**config.mk**
```make
export PLATFORM = sky130hd
export DESIGN_NAME = if_fetch_stage
export DESIGN_NICKNAME = d
export VERILOG_FILES = /design/src/rtl/if_fetch_stage.sv
export SDC_FILE = /design/constraint.sdc
export NUM_CORES = 1
export LEC_CHECK = 0
export BUFFER_PORTS_ARGS = -buffer_cell sky130_fd_sc_hd__buf_2
export CELL_PAD_IN_SITES_DETAIL_PLACEMENT = 0
export CELL_PAD_IN_SITES_GLOBAL_PLACEMENT = 1
export CORE_MARGIN = 2
export CORE_UTILIZATION = 45
export DETAILED_ROUTE_END_ITERATION = 16
export MAX_ROUTING_LAYER = met4
export PLACE_DENSITY = 0.93
export SETUP_SLACK_MARGIN = 0.05
export SYNTH_ARGS = -nofsm -noshare
export SYNTH_HDL_FRONTEND = slang
export SYNTH_SLANG_ARGS = --single-unit
```
**constraint.sdc**
```tcl
create_clock -name clk -period 5.73 [get_ports clk]
set_input_delay 0.8595 -clock clk [delete_from_list [all_inputs] [get_ports clk]]
set_output_delay 0.8595 -clock clk [all_outputs]
set_load 0.02 [all_outputs]
```
**src/rtl/if_fetch_stage.sv**
```systemverilog
// if_fetch_stage: PC, single-outstanding imem fetch, IF/ID register with one-entry skid and redirect flush
module if_fetch_stage #(
  parameter int inst_SIZE = 16,
  parameter int PC_WIDTH = 16,
  parameter logic [PC_WIDTH-1:0] RESET_PC = '0,
  parameter logic [inst_SIZE-1:0] NOP_INSTR = '0
) (
  input  logic                 clk,
  input  logic                 rst_n,
  input  logic                 stall,
  input  logic                 redirect_valid,
  input  logic [PC_WIDTH-1:0]  redirect_pc,
  output logic                 imem_req,
  output logic [PC_WIDTH-1:0]  imem_addr,
  input  logic                 imem_ack,
  input  logic [inst_SIZE-1:0] imem_rdata,
  output logic                 if_valid,
  output logic [inst_SIZE-1:0] if_instr,
  output logic [PC_WIDTH-1:0]  if_pc_plus1
);
  localparam logic [1:0] IDLE = 2'd0, REQ = 2'd1, DROP = 2'd2, HOLD = 2'd3;
  logic [1:0] state;
  logic [PC_WIDTH-1:0] pc, req_addr, skid_pc1;
  logic [inst_SIZE-1:0] skid_instr;
  logic [PC_WIDTH-1:0] nxt;
  assign nxt = req_addr + 1'b1;
  assign imem_req = (state == REQ) || (state == DROP);
  assign imem_addr = req_addr;
  always_ff @(posedge clk) begin
    if (!rst_n) begin
      state <= IDLE;
      pc <= RESET_PC;
      req_addr <= RESET_PC;
      skid_instr <= '0;
      skid_pc1 <= '0;
      if_valid <= 1'b0;
      if_instr <= NOP_INSTR;
      if_pc_plus1 <= '0;
    end else if (redirect_valid) begin
      if_valid <= 1'b0;
      if_instr <= NOP_INSTR;
      if_pc_plus1 <= '0;
      skid_instr <= '0;
      skid_pc1 <= '0;
      pc <= redirect_pc;
      // an unacked request cannot be withdrawn, so wait it out in DROP
      if (imem_req && !imem_ack) state <= DROP;
      else begin
        req_addr <= redirect_pc;
        state <= REQ;
      end
    end else begin
      case (state)
        IDLE: begin
          req_addr <= pc;
          state <= REQ;
        end
        REQ: if (imem_ack) begin
          pc <= nxt;
          if (stall) begin
            skid_instr <= imem_rdata;
            skid_pc1 <= nxt;
            state <= HOLD;
          end else begin
            if_valid <= 1'b1;
            if_instr <= imem_rdata;
            if_pc_plus1 <= nxt;
            req_addr <= nxt;
          end
        end
        HOLD: if (!stall) begin
          if_valid <= 1'b1;
          if_instr <= skid_instr;
          if_pc_plus1 <= skid_pc1;
          req_addr <= pc;
          state <= REQ;
        end
        default: if (imem_ack) begin
          req_addr <= pc;
          state <= REQ;
        end
      endcase
    end
  end
endmodule

```
== Word level (Yosys, flattened, before mapping) ==
Cells that the tools add are included.
W data, S select, Z words.

* Flip-flop bits (word level): 99
* Output and inout port bits: 50
* Logic and storage cells: 62
* Input port bits: 37

* Bitwise gates (word level): 1
* Mux-type cells: 26
* Add/sub/neg operators: 1
* Reduce and logical (&&, ||, !) cells: 15
* Equality and inequality tests: 11

{| class="wikitable"
|+ Operators with widths
! kind !! number
|-
| $mux W16 || 13
|-
| $pmux W16 S2 || 2
|-
| $pmux W16 S3 || 1
|-
| $add A16 B1 Y16 const B || 1
|-
| $mux W2 || 6
|-
| $ne A3 B3 Y1 const B || 4
|-
| $ne A2 B2 Y1 const B || 4
|-
| $reduce_and A4 Y1 || 2
|-
| $pmux W2 S3 || 1
|-
| $reduce_bool A2 Y1 || 3
|-
| $reduce_and A5 Y1 || 1
|-
| $eq A2 B2 Y1 const B || 2
|-
| $reduce_and A2 Y1 || 2
|-
| $reduce_bool A4 Y1 || 1
|-
| $reduce_and A3 Y1 || 1
|-
| $eq A2 B1 Y1 const B || 1
|-
| $logic_not A2 Y1 || 1
|-
| $mux W1 || 2
|-
| $pmux W1 S2 || 1
|-
| $reduce_or A2 Y1 || 1
|-
| $logic_and A1 B1 Y1 || 1
|-
| $logic_not A1 Y1 || 1
|-
| $logic_or A1 B1 Y1 || 1
|-
| $not A1 Y1 || 1
|}

== Longest topological paths before layout ==
* Depth in word-level cells: 5
* Depth in mapped cells: 8
* Depth with buffers taken out: 6

== Worst setup path before layout ==
OpenSTA, ideal clock, no wires.

* Path type: in2reg
* From: input port redirect_valid
* To: register req_addr[8] (netlist: imem_addr[8])
* Setup time: 67 ps
* Required time: 5663 ps
* Buffers on the path: 2
* Stages on the path: 6
* Setup slack: 3598 ps
* Data arrival time: 2064 ps
* Cells stage by stage: buf_6 > nand2b_1 > buf_6 > or4_1 > a311o_1 > a21oi_2

* Word-level cells in the longest chain between the ends: 2
* Elaborated cells on any way between the ends: 7
* Classes of those cells: 4 x eq/ne; 1 x mux; 2 x reduce/logical

{| class="wikitable"
|+ Ends and longest elaborated chain
! item !! RTL line !! source
|-
| from (decl) || 11 || <nowiki>input logic redirect_valid,</nowiki>
|-
| $ne A3 B3 Y1 (no line), or another cell as far along || -- ||
|-
| $reduce_and A5 Y1 (no line) || -- ||
|-
| to (signal assigned) || 49 || <nowiki>req_addr <= redirect_pc;</nowiki>
|-
| to (signal assigned) || 55 || <nowiki>req_addr <= pc;</nowiki>
|-
| to (signal assigned) || 68 || <nowiki>req_addr <= nxt;</nowiki>
|-
| to (decl) || 23 || <nowiki>logic [PC_WIDTH-1:0] pc, req_addr, skid_pc1;</nowiki>
|}

Parallel ways exist; a longest one is shown, timed or not.
A chain may end at the register's enable or synchronous reset.

== Final worst setup path ==
* From: register state[1]
* To: register if_pc_plus1[14]

* Word-level cells in the longest chain between the ends: 3
* Elaborated cells on any way between the ends: 8
* Classes of those cells: 5 x eq/ne; 1 x mux; 2 x reduce/logical

{| class="wikitable"
|+ Ends and longest elaborated chain
! item !! RTL line !! source
|-
| from (decl) || 22 || <nowiki>logic [1:0] state;</nowiki>
|-
| from (signal assigned) || 31 || <nowiki>state <= IDLE;</nowiki>
|-
| from (signal assigned) || 47 || <nowiki>if (imem_req && !imem_ack) state <= DROP;</nowiki>
|-
| from (signal assigned) || 50 || <nowiki>state <= REQ;</nowiki>
|-
| $eq A2 B2 Y1 or $eq A2 B1 Y1 (tied branches) || 53 || <nowiki>case (state)</nowiki>
|-
| $ne A2 B2 Y1 (no line) or $reduce_bool A2 Y1 (tied branches) || -- ||
|-
| $reduce_and A4 Y1 (no line) || -- ||
|-
| to (signal assigned) || 67 || <nowiki>if_pc_plus1 <= nxt;</nowiki>
|-
| to (signal assigned) || 74 || <nowiki>if_pc_plus1 <= skid_pc1;</nowiki>
|-
| to (decl) || 19 || <nowiki>output logic [PC_WIDTH-1:0] if_pc_plus1</nowiki>
|}

Parallel ways exist; a longest one is shown, timed or not.

==> qor.csv <==
stage,metric,value,unit
layout,fin area,5515,sq um
sta,post-layout min period,3252,ps
yosys,Mean Syn Cell Area,8.456,sq um
global_route,first-pass GRT wire length,22110,um
clocking,Post-CTS Hold Buffers,0,
min_path,hold depth,2,
routing,DRT iter0 DRCs,337,
clocking,clock-pin slew on the worst setup and hold paths,100,ps
layout,synth-to-layout area growth,10.37,%
clocking,clock tree sinks,99,
global_route,total grt overflow,0,
routing,Max Used Layer,met4,
placement,PortBufs,86,
setup_path,reg-to-reg endpoint,if_pc_plus1[14],
yosys,post-synthesis cell type count,66,
setup_path,"Data required, critical path",6010,ps
setup_path,Startpoint Class,flip-flop,
yosys,"count leader, synth",dfxtp_1,
yosys,Post-synth EDFFs,0,
placement,gpl congestion,0.9444,
global_route,vias in the first global route,4373,
routing,drt via density,6.035,
yosys,ys flop type,dfxtp_1,
layout,fill count,1069,
routing,met3 wire len,919,um
placement,final HPWL from detailed placement,9186,um
routing,Residual DRC,0,
sta,Worst-Margin Slew,1087,ps
sta,final worst path period share,0.5675,
layout,Util after Layout,0.5088,
yosys,adder and majority cell fraction of the synthesized area,0.007511,
setup_path,Worst Path Arrival,3540,ps
clocking,H-tree Lvls,3,
yosys,sequential area share after synthesis,0.3966,
routing,DRT antenna net count,0,
sta,Setup Total Neg Slack,0,ps
yosys,Post-Synthesis Cells,591,
yosys,Post-Synth Simple-Gate Area,0.2083,
sta,Post-Route Skew,14.77,ps
placement,Placed Cells incl. Taps,762,
min_path,Hold WC Path Type,flip-flop to flip-flop,
power,PwrDens,293.7,nW/um^2
floorplan,die width,109.4,um
setup_path,R2R cell count,6,
yosys,ys async rst share,0,
global_route,initial antenna violation count,0,
clocking,clock buffer depth,2,
run_status,outcome,"finished, final reports clean",
floorplan,# rows,38,
sta,Hold WS,460.5,ps
power,IR Drop Worst-Case VDD,0.1280,mV
routing,number of detailed-route iterations in the first pass,5,
sta,endpoints failing setup,0,
sta,final hold viol count,0,
setup_path,Worst Path Max Fanout,43,
yosys,synthesized cell area,4997,sq um
sta,FMAX,0.3075,GHz
yosys,"top cells by count, synth","dfxtp_1, nand2_1, a21oi_1, nor2_1, o21ai_0",
yosys,top area cells in the synthesized netlist,"dfxtp_1, mux2i_1, a21oi_1, nand2_1, a211oi_1",
clocking,CTS resizes,0,
yosys,XOR/XNOR Fraction of Synth Area,0.01227,
floorplan,Initial Util,0.4610,
routing,routed wire length per instance,17.57,um
yosys,syn_nets,631,
yosys,Ys Warns,0,
yosys,main combinational cell family by area after synthesis,compound AO/OA/AOI/OAI gates,
setup_path,launch point of the worst reg-to-reg path,state[1],
clocking,CTS tree,done,
layout,Final Non-Filler Cells,778,
layout,Post-layout nets,673,
power,Static Leakage,2.038,nW
yosys,post-synthesis mux area share,0.04807,
yosys,register bit total from synthesis,99,
layout,share of layout cells above drive strength 1,0.2006,
global_route,GRT Overall Usage,0.2433,
floorplan,Vert. Die Dim,109.4,um
setup_path,crit path launch,state[1],
yosys,Yosys top cell by area,dfxtp_1,
min_path,min-delay src,skid_instr[15],
routing,DR WL met2,6271,um
sta,RSZ-0062 raised after global routing,false,
layout,diodes inserted,0,
setup_path,CP endpoint,if_pc_plus1[14],
floorplan,I/O Pins,87,
routing,final WL,13670,um
clocking,Root Driver,clkbuf_8,
clocking,Worst-Skew Late Latency,370,ps
floorplan,Core Area,10840,sq um
sta,Rel. slew slack,0.2733,
clocking,CTS Buf Count,9,
clocking,setup repair bufs after CTS,0,
sta,Slew Limit Fails,0,
setup_path,Crit Path Category,flip-flop to flip-flop,
yosys,post-synth top area share,0.3966,
setup_path,Worst setup EP type,flip-flop,
job,Max Cap Viol,0,
routing,M1 WL,6081,um
routing,routed via count,4695,
placement,placed inst area,5309,sq um
global_route,largest net degree at the start of global routing,53,
floorplan,Die ar.,11960,sq um
yosys,complex-gate fraction of the synthesized area,0.2516,
setup_path,Worst R2R Setup Slack,2480,ps
==> power breakdown <==
group	internal, mW	switching [mW]	total (mW)
clock network	0.218	0.257	0.475
logic	0.127	0.239	0.367
registers	0.726	0.0518	0.778
==> metrics by stage <==
| stage | worst slack [ps] | total power, mW |
|---|---|---|
| floorplan | 3598 | 1.064 |
| global placement | 2572 | 1.145 |
| detailed placement | 2472 | 1.155 |
| CTS | 2504 | 1.626 |
| global route | 2107 | 1.703 |
| finish | 2478 | 1.620 |
==> cells in the final DEF (no fill, tap or decap), drive strengths merged, types with 7 or more instances in the layout <==
master  synthesis  routed
o21ai          35      35
mux2i          24      24
inv            11      14
nor3           25      25
clkbuf         29      10
nand2          59      59
nor4            8       8
nand4           8       8
nand2b          8       8
dfxtp          99      99
a22o            7       7
o211ai          8       8
nor2           44      44
a22oi           8       8
nand3          32      32
buf            29      89
a211oi         25      25
a21oi          46      46
==> cell families (layout without fill, tap and decap cells) <==
family / count (synthesis) / after routing
adder cells (fa/ha/maj): 3 / 3
AND/OR/NAND/NOR: 204 / 204
multiplexers: 24 / 24
XOR/XNOR: 7 / 7
AO/OA/AOI/OAI: 184 / 184
buffers and inverters: 70 / 117
flip-flops: 99 / 99
==> state kept, by name, indices dropped and copies added, names as in the netlist <==
name         cells
if_instr        16
state            2
pc              16
imem_addr       16
skid_instr      16
if_valid         1
skid_pc1        16
if_pc_plus1     16
==> worst min path at each step <==
stage / endpoint
floorplan: skid_pc1[12]
global placement: skid_pc1[12]
detailed placement: skid_pc1[1]
CTS: skid_pc1[1]
global route: skid_pc1[1]
finish: skid_instr[15]
==> layer usage <==
layer / vias to the layer above / track usage
met1: 2214 / 0.3228
met5: - / -
met4: 0 / 0.1121
li1: 2253 / -
met3: 27 / 0.04742
met2: 201 / 0.3576
==> critical path, stage by stage, from the launching register on <==
cell and delay [ps]:
dfxtp_1 350, inv_1 60, ha_1 490, nand2_1 590, a21oi_4 1020, nand3_1 360
o221ai_1 270
==> cell type report <==
cell class | count | area [sq um] | share of cell area
multi-input combinational | 422 | 2654 | 0.4812
tap | 140 | 175.2 | 0.03176
clock buffer | 10 | 137.6 | 0.02495
sequential | 99 | 1982 | 0.3593
clock inverter | 6 | 68.82 | 0.01248
inverter | 12 | 45.04 | 0.008167
timing repair buffer | 89 | 452.9 | 0.08212
(Power assumes the default switching activity.)
